File: config.mk
export PLATFORM = sky130hd
export DESIGN_NAME = instruction_fetch
export DESIGN_NICKNAME = d
export VERILOG_FILES = /design/src/rtl/cpu_pkg.sv /design/src/rtl/op_len_decode.sv /design/src/rtl/instruction_fetch.sv
export SDC_FILE = /design/constraint.sdc
export NUM_CORES = 1
export LEC_CHECK = 0
export ABC_AREA = 1
export BUFFER_PORTS_ARGS = -buffer_cell sky130_fd_sc_hd__buf_2
export CORE_UTILIZATION = 54
export DETAILED_ROUTE_END_ITERATION = 6
export PLACE_DENSITY_LB_ADDON = 0.3
export SKIP_CTS_REPAIR_TIMING = 1
export SLEW_MARGIN = 20
export SYNTH_ARGS = -nofsm -noshare
export SYNTH_HDL_FRONTEND = slang
export SYNTH_SLANG_ARGS = --single-unit
File: constraint.sdc
create_clock -name clk -period 4.01 [get_ports clk]
set_input_delay 0.2005 -clock clk [delete_from_list [all_inputs] [get_ports clk]]
set_output_delay 0.2005 -clock clk [all_outputs]
set_load 0.005 [all_outputs]
File: src/rtl/cpu_pkg.sv
// Shared CPU definitions: opcode values, fetch FSM states and the
// instruction length type. Used by fetch, decode and execute.
// Optional feature macro: IFETCH_ILLEGAL_TRAP_EN adds the TRAP fetch state.
package cpu_pkg;

  localparam logic [7:0] OPC_NOP       = 8'h00;
  localparam logic [7:0] OPC_ADD       = 8'h01;
  localparam logic [7:0] OPC_SUB       = 8'h02;
  localparam logic [7:0] OPC_MOV_RR    = 8'h03;
  localparam logic [7:0] OPC_MOV_RADDR = 8'h04;
  localparam logic [7:0] OPC_MOV_ADDRR = 8'h05;
  localparam logic [7:0] OPC_MOV_IMMR  = 8'h06;
  localparam logic [7:0] OPC_JMP       = 8'h07;
  localparam logic [7:0] OPC_JB        = 8'h08;
  localparam logic [7:0] OPC_JNB       = 8'h09;
  localparam logic [7:0] OPC_JZ        = 8'h0C;
  localparam logic [7:0] OPC_JNZ       = 8'h0D;
  localparam logic [7:0] OPC_CPL       = 8'h0E;
  localparam logic [7:0] OPC_CLR       = 8'h12;
  localparam logic [7:0] OPC_RSHIFT    = 8'h13;
  localparam logic [7:0] OPC_LSHIFT    = 8'h14;

  // Byte count of an instruction, 1..3 (0 only while in reset)
  typedef logic [1:0] instr_len_t;

  typedef enum logic [2:0] {
    ST_OP,
    ST_B1,
    ST_B2,
    ST_HOLD
`ifdef IFETCH_ILLEGAL_TRAP_EN
    , ST_TRAP
`endif
  } fetch_state_t;

endpackage

File: src/rtl/op_len_decode.sv
// Combinational opcode classifier: instruction byte count and an
// illegal flag. Unknown opcodes are reported as illegal 1-byte ops.
module op_len_decode
  import cpu_pkg::*;
(
  input  logic [7:0]  i_opcode,
  output instr_len_t  o_len,
  output logic        o_illegal
);

  // Look up the length of the opcode, flag anything not in the table
  always_comb begin
    o_len     = 2'd1;
    o_illegal = 1'b0;
    case (i_opcode)
      OPC_NOP, OPC_CPL, OPC_CLR, OPC_RSHIFT, OPC_LSHIFT:
        o_len = 2'd1;
      OPC_ADD, OPC_SUB, OPC_MOV_RR, OPC_JMP:
        o_len = 2'd2;
      OPC_MOV_RADDR, OPC_MOV_ADDRR, OPC_MOV_IMMR,
      OPC_JB, OPC_JNB, OPC_JZ, OPC_JNZ:
        o_len = 2'd3;
      default: begin
        o_len     = 2'd1;
        o_illegal = 1'b1;
      end
    endcase
  end

endmodule

File: src/rtl/instruction_fetch.sv
// Instruction fetch unit: walks program memory one byte per cycle,
// assembles 1..3 byte instructions and presents them with a valid/ready
// handshake. A branch redirect discards any partial instruction.
// Optional feature macro: IFETCH_ILLEGAL_TRAP_EN -- after an illegal opcode
// is handed over, fetch parks in TRAP until reset.
module instruction_fetch
  import cpu_pkg::*;
#(
  parameter logic [7:0] RESET_PC = 8'h00
) (
  input  logic       clk,
  input  logic       rst,
  output logic [7:0] pm_addr,
  input  logic [7:0] pm_data,
  input  logic       branch_valid,
  input  logic [7:0] branch_target,
  output logic       instr_valid,
  input  logic       instr_ready,
  output logic [7:0] opcode,
  output logic [7:0] operand1,
  output logic [7:0] operand2,
  output logic [1:0] instr_len,
  output logic [7:0] instr_pc,
  output logic       illegal
);

  fetch_state_t r_state;
  fetch_state_t w_next_state;
  logic [7:0]   r_pc;
  logic [7:0]   w_next_pc;
  logic         w_branch_take;
  logic [7:0]   r_opcode;
  logic [7:0]   r_op1;
  logic [7:0]   r_op2;
  instr_len_t   r_len;
  logic [7:0]   r_instr_pc;
  logic         r_illegal;
  instr_len_t   w_dec_len;
  logic         w_dec_illegal;

  op_len_decode u_op_len_decode (
    .i_opcode  (pm_data),
    .o_len     (w_dec_len),
    .o_illegal (w_dec_illegal)
  );

  // Next state and next PC; a redirect wins over every other transition
  always_comb begin
    w_next_state = r_state;
    w_next_pc    = r_pc;
`ifdef IFETCH_ILLEGAL_TRAP_EN
    w_branch_take = branch_valid && (r_state != ST_TRAP);
`else
    w_branch_take = branch_valid;
`endif
    case (r_state)
      ST_OP: begin
        w_next_pc    = r_pc + 8'd1;
        w_next_state = (w_dec_len == 2'd1) ? ST_HOLD : ST_B1;
      end
      ST_B1: begin
        w_next_pc    = r_pc + 8'd1;
        w_next_state = (r_len == 2'd2) ? ST_HOLD : ST_B2;
      end
      ST_B2: begin
        w_next_pc    = r_pc + 8'd1;
        w_next_state = ST_HOLD;
      end
      ST_HOLD: begin
        if (instr_ready) begin
`ifdef IFETCH_ILLEGAL_TRAP_EN
          w_next_state = r_illegal ? ST_TRAP : ST_OP;
`else
          w_next_state = ST_OP;
`endif
        end
      end
`ifdef IFETCH_ILLEGAL_TRAP_EN
      ST_TRAP: begin
        w_next_state = ST_TRAP;
      end
`endif
      default: begin
        w_next_state = ST_OP;
      end
    endcase
    if (w_branch_take) begin
      w_next_state = ST_OP;
      w_next_pc    = branch_target;
    end
  end

  // State, PC and instruction byte capture; captures are skipped on redirect
  always_ff @(posedge clk) begin
    if (rst) begin
      r_state    <= ST_OP;
      r_pc       <= RESET_PC;
      r_opcode   <= 8'h00;
      r_op1      <= 8'h00;
      r_op2      <= 8'h00;
      r_len      <= 2'd0;
      r_instr_pc <= RESET_PC;
      r_illegal  <= 1'b0;
    end else begin
      r_state <= w_next_state;
      r_pc    <= w_next_pc;
      if (!w_branch_take) begin
        case (r_state)
          ST_OP: begin
            r_opcode   <= pm_data;
            r_op1      <= 8'h00;
            r_op2      <= 8'h00;
            r_len      <= w_dec_len;
            r_illegal  <= w_dec_illegal;
            r_instr_pc <= r_pc;
          end
          ST_B1: r_op1 <= pm_data;
          ST_B2: r_op2 <= pm_data;
          default: ;
        endcase
      end
    end
  end

  // Output view of the assembled instruction
  always_comb begin
    pm_addr     = r_pc;
    instr_valid = (r_state == ST_HOLD);
    opcode      = r_opcode;
    operand1    = r_op1;
    operand2    = r_op2;
    instr_len   = r_len;
    instr_pc    = r_instr_pc;
`ifdef IFETCH_ILLEGAL_TRAP_EN
    illegal     = r_illegal && ((r_state == ST_HOLD) || (r_state == ST_TRAP));
`else
    illegal     = r_illegal && (r_state == ST_HOLD);
`endif
  end

endmodule

==> impl_results.rst <==
.. list-table::
   :header-rows: 1

   * - Metric
     - Value
   * - WL final
     - 4.68 mm
   * - Number of DRC violations after detailed-routing iteration 0
     - 132
   * - Residual overflow from global routing
     - 0
   * - Max stage delay cell, worst path
     - dfxtp_1
   * - Cell type contributing the most total cell area after synthesis
     - dfxtp_1
   * - Internal power contribution
     - 658 uW
   * - Mean number of vias per cell
     - 5.07
   * - Depth of the CTS H-tree
     - 2
   * - Final Wtd Congestion
     - 0.845
   * - Total number of vias
     - 1903
   * - Area of the core
     - 3660 um^2
   * - Fin crit share
     - 36.9%
   * - Worst hold-check path type
     - in -> reg
   * - Total power divided by cell area
     - 378 nW/um^2
   * - Die Outline Area
     - 4080 um^2
   * - Wirelength per Cell
     - 12.5 um
   * - Average cell area after synthesis
     - 7.77 um^2
   * - Cell Area, Synth
     - 2070 um^2
   * - Critical path peak fanout
     - 9
   * - Clk pwr share
     - 30.1%
   * - Initial antenna violation count
     - 0
   * - Count of final max-slew check failures
     - 0
   * - Power dissipated by switching net loads
     - 271 uW
   * - Via count of the first global-routing pass
     - 1721
   * - Starting density of the core
     - 56.5%
   * - Leakage
     - 0.00117 uW
   * - Worst EP required
     - 4.25 ns
   * - Ports
     - 64
   * - Post-layout nets
     - 352
   * - Endpoint class of the critical path
     - flip-flop
   * - Proportion of synthesized chip area in sequential cells
     - 43.6%
   * - Worst-margin pin slew
     - 0.485 ns
   * - Area fraction of the dominant cell type after synthesis
     - 43.6%
   * - Ys Warns
     - 0
   * - Global-route wire length before repair
     - 7.96 mm
   * - Number of antenna repair diodes
     - 0
   * - Leading post-synthesis cells by cell area
     - dfxtp_1, nand2_1, a21oi_1, o21ai_0, inv_1
   * - I/O Buffers
     - 63
   * - Final hold vios
     - 0
   * - Clk_lat worst skew
     - 0.30 ns
   * - Crit path buffers/inverters
     - 1
   * - Type of the worst setup path
     - reg -> reg
   * - Cell with the most instances after synthesis
     - nand2_1
   * - Pin count of the biggest net entering global routing
     - 37
   * - Residual DRC count
     - 0
   * - Worst endpoint data arrival time
     - 1.72 ns
   * - Final min period
     - 1.48 ns
   * - Ordered list of cells on the worst path
     - inv_1 > ha_1 > or2_1 > nand2_2 > nand3_1 > o21ai_0
   * - Sum Neg Setup Slack
     - 0 ns
   * - Synth cell types
     - 31
   * - Core Rows
     - 22
   * - Clock sinks
     - 45
   * - Layout overhead on the synthesized area
     - 19.0%
   * - Clk pin slew, worst setup/hold paths
     - 0.08 ns
   * - Status
     - finished, final reports clean
   * - Final count of negative-setup-slack endpoints
     - 0
   * - Number of synthesized register bits
     - 45
   * - Fin Clk Skew
     - 0.00370 ns
   * - Top cell types by occurrence after synthesis
     - nand2_1, dfxtp_1, a21oi_1
   * - Number of optimization iterations in the first detailed-route pass
     - 4
   * - Max_cap viols
     - 0
   * - Number of nets with antenna violations after detailed routing
     - 0
   * - Ratio of cells with drive above 1 in the final layout
     - 29.4%
   * - Worst supply voltage drop on vdd
     - 0.000334 V
   * - Cell count after synthesis
     - 266
   * - HPWL reported at the end of detailed placement
     - 3.42 mm
   * - Proportion of power drawn by flip-flops and latches
     - 53.5%
   * - Max stage delay on crit path
     - 0.42 ns
   * - Die W
     - 63.9 um
   * - Die outline height
     - 63.9 um
   * - CTS Buffer Depth
     - 2
   * - Clock tree from TritonCTS
     - done
   * - Share of synthesized registers carrying an async set or reset
     - 0%
   * - Synthesized netlist net count
     - 292
   * - Sw Ratio
     - 29.1%
   * - Clock root buffer
     - clkbuf_8
   * - Dominant register cell in the synthesized netlist
     - dfxtp_1
   * - Unrepaired setup endpoints after global routing
     - false
   * - Max_slew headroom
     - 67.6%
   * - Count of flip-flops with a built-in enable after synthesis
     - 0
   * - Gate power share
     - 16.3%
   * - Post-route core utilization
     - 67.2%
   * - Number of buffers created by CTS
     - 5
   * - Peak clock frequency supported by timing
     - 676 MHz
   * - CP Launch Type
     - flip-flop
   * - Overall Global Routing Usage
     - 25.5%
   * - Critical path's top delay family
     - simple AND/OR/NAND/NOR gates
==> area by class of cell <==
| cell class | count | area, um^2 |
|---|---|---|
| timing repair buffer | 63 | 315 |
| clock buffer | 6 | 72.6 |
| inverter | 33 | 136 |
| tap | 48 | 60.1 |
| clock inverter | 2 | 15.0 |
| fill | 333 | 1200 |
| multi-input combinational | 178 | 960 |
| sequential | 45 | 901 |
==> flip-flops by register name (all words and copies together), names as in the netlist <==
| register | cells |
|---|---|
| instr_pc | 8 |
| instr_len | 2 |
| operand1 | 8 |
| r_state | 2 |
| r_illegal | 1 |
| pm_addr | 8 |
| operand2 | 8 |
| opcode | 8 |
==> placed cells by master (no fill, tap or decap), drive strengths merged, types with 2 or more instances in the layout <==
| cell | instances |
|---|---|
| inv | 33 |
| nand3 | 18 |
| clkinvlp | 2 |
| xor2 | 5 |
| a21oi | 31 |
| buf | 63 |
| o21ai | 35 |
| dfxtp | 45 |
| nor3 | 3 |
| ha | 6 |
| nand2 | 58 |
| clkbuf | 6 |
| nor2 | 17 |
==> logic make-up (layout without fill, tap and decap cells) <==
family,after synthesis,count (layout),synth area share (%)
flops,45,45,43.6
buf+inv,43,104,9.99
fa+ha+maj,6,6,3.63
simple gates,99,99,23.1
compound gates,68,68,17.6
xor+xnor,5,5,2.12
==> power groups by stage <==
stage,clock network (uW),registers [uW],logic (uW)
global route,304,501,173
floorplan,0,508,97.9
finish,280,497,152
global placement,0,507,149
detailed placement,0,508,152
CTS,287,497,153
==> per-stage QoR <==
stage / setup slack, ns / std cells / power (uW) / hold slack [ns] / area [um^2]
3_3_place_gp: 2.64 / 367 / 655 / 0.446 / 2370
5_1_grt: 2.41 / 375 / 979 / 0.170 / 2460
6_report: 2.53 / 375 / 929 / 0.170 / 2460
3_5_place_dp: 2.54 / 367 / 660 / 0.452 / 2370
4_1_cts: 2.51 / 375 / 937 / 0.164 / 2460
2_1_floorplan: 2.68 / 266 / 606 / 0.270 / 2070
==> tightest hold or removal path: cells and delay by family <==
kind / cells / cell delay [ns]
AOI/OAI and AO/OA: 1 / 0.06
buffers and inverters: 1 / 0.12
and+or+nand+nor: 1 / 0.05
==> final timing paths <==
path         depth (start not counted)  slack, ns                      from                  endpoint
min                                  3       0.17                pm_data[6]  operand2[6]$_SDFFE_PP0P_
max reg2reg                          6       2.53   r_state[0]$_SDFFE_PP0P_  operand2[3]$_SDFFE_PP0P_
min reg2reg                          2       0.46  operand1[3]$_SDFFE_PP0P_  operand1[3]$_SDFFE_PP0P_
max                                  6       2.53   r_state[0]$_SDFFE_PP0P_  operand2[3]$_SDFFE_PP0P_
==> routing by layer <==
metal / share of wire, % / routed length (um) / GRT usage (%)
met4: 1.9 / 89 / 11.9
met3: 5.1 / 237 / 5.00
met5: 0 / 0 / 0
met2: 46 / 2130 / 40.3
met1: 47 / 2220 / 33.3
Power figures use the tool's default switching activity.
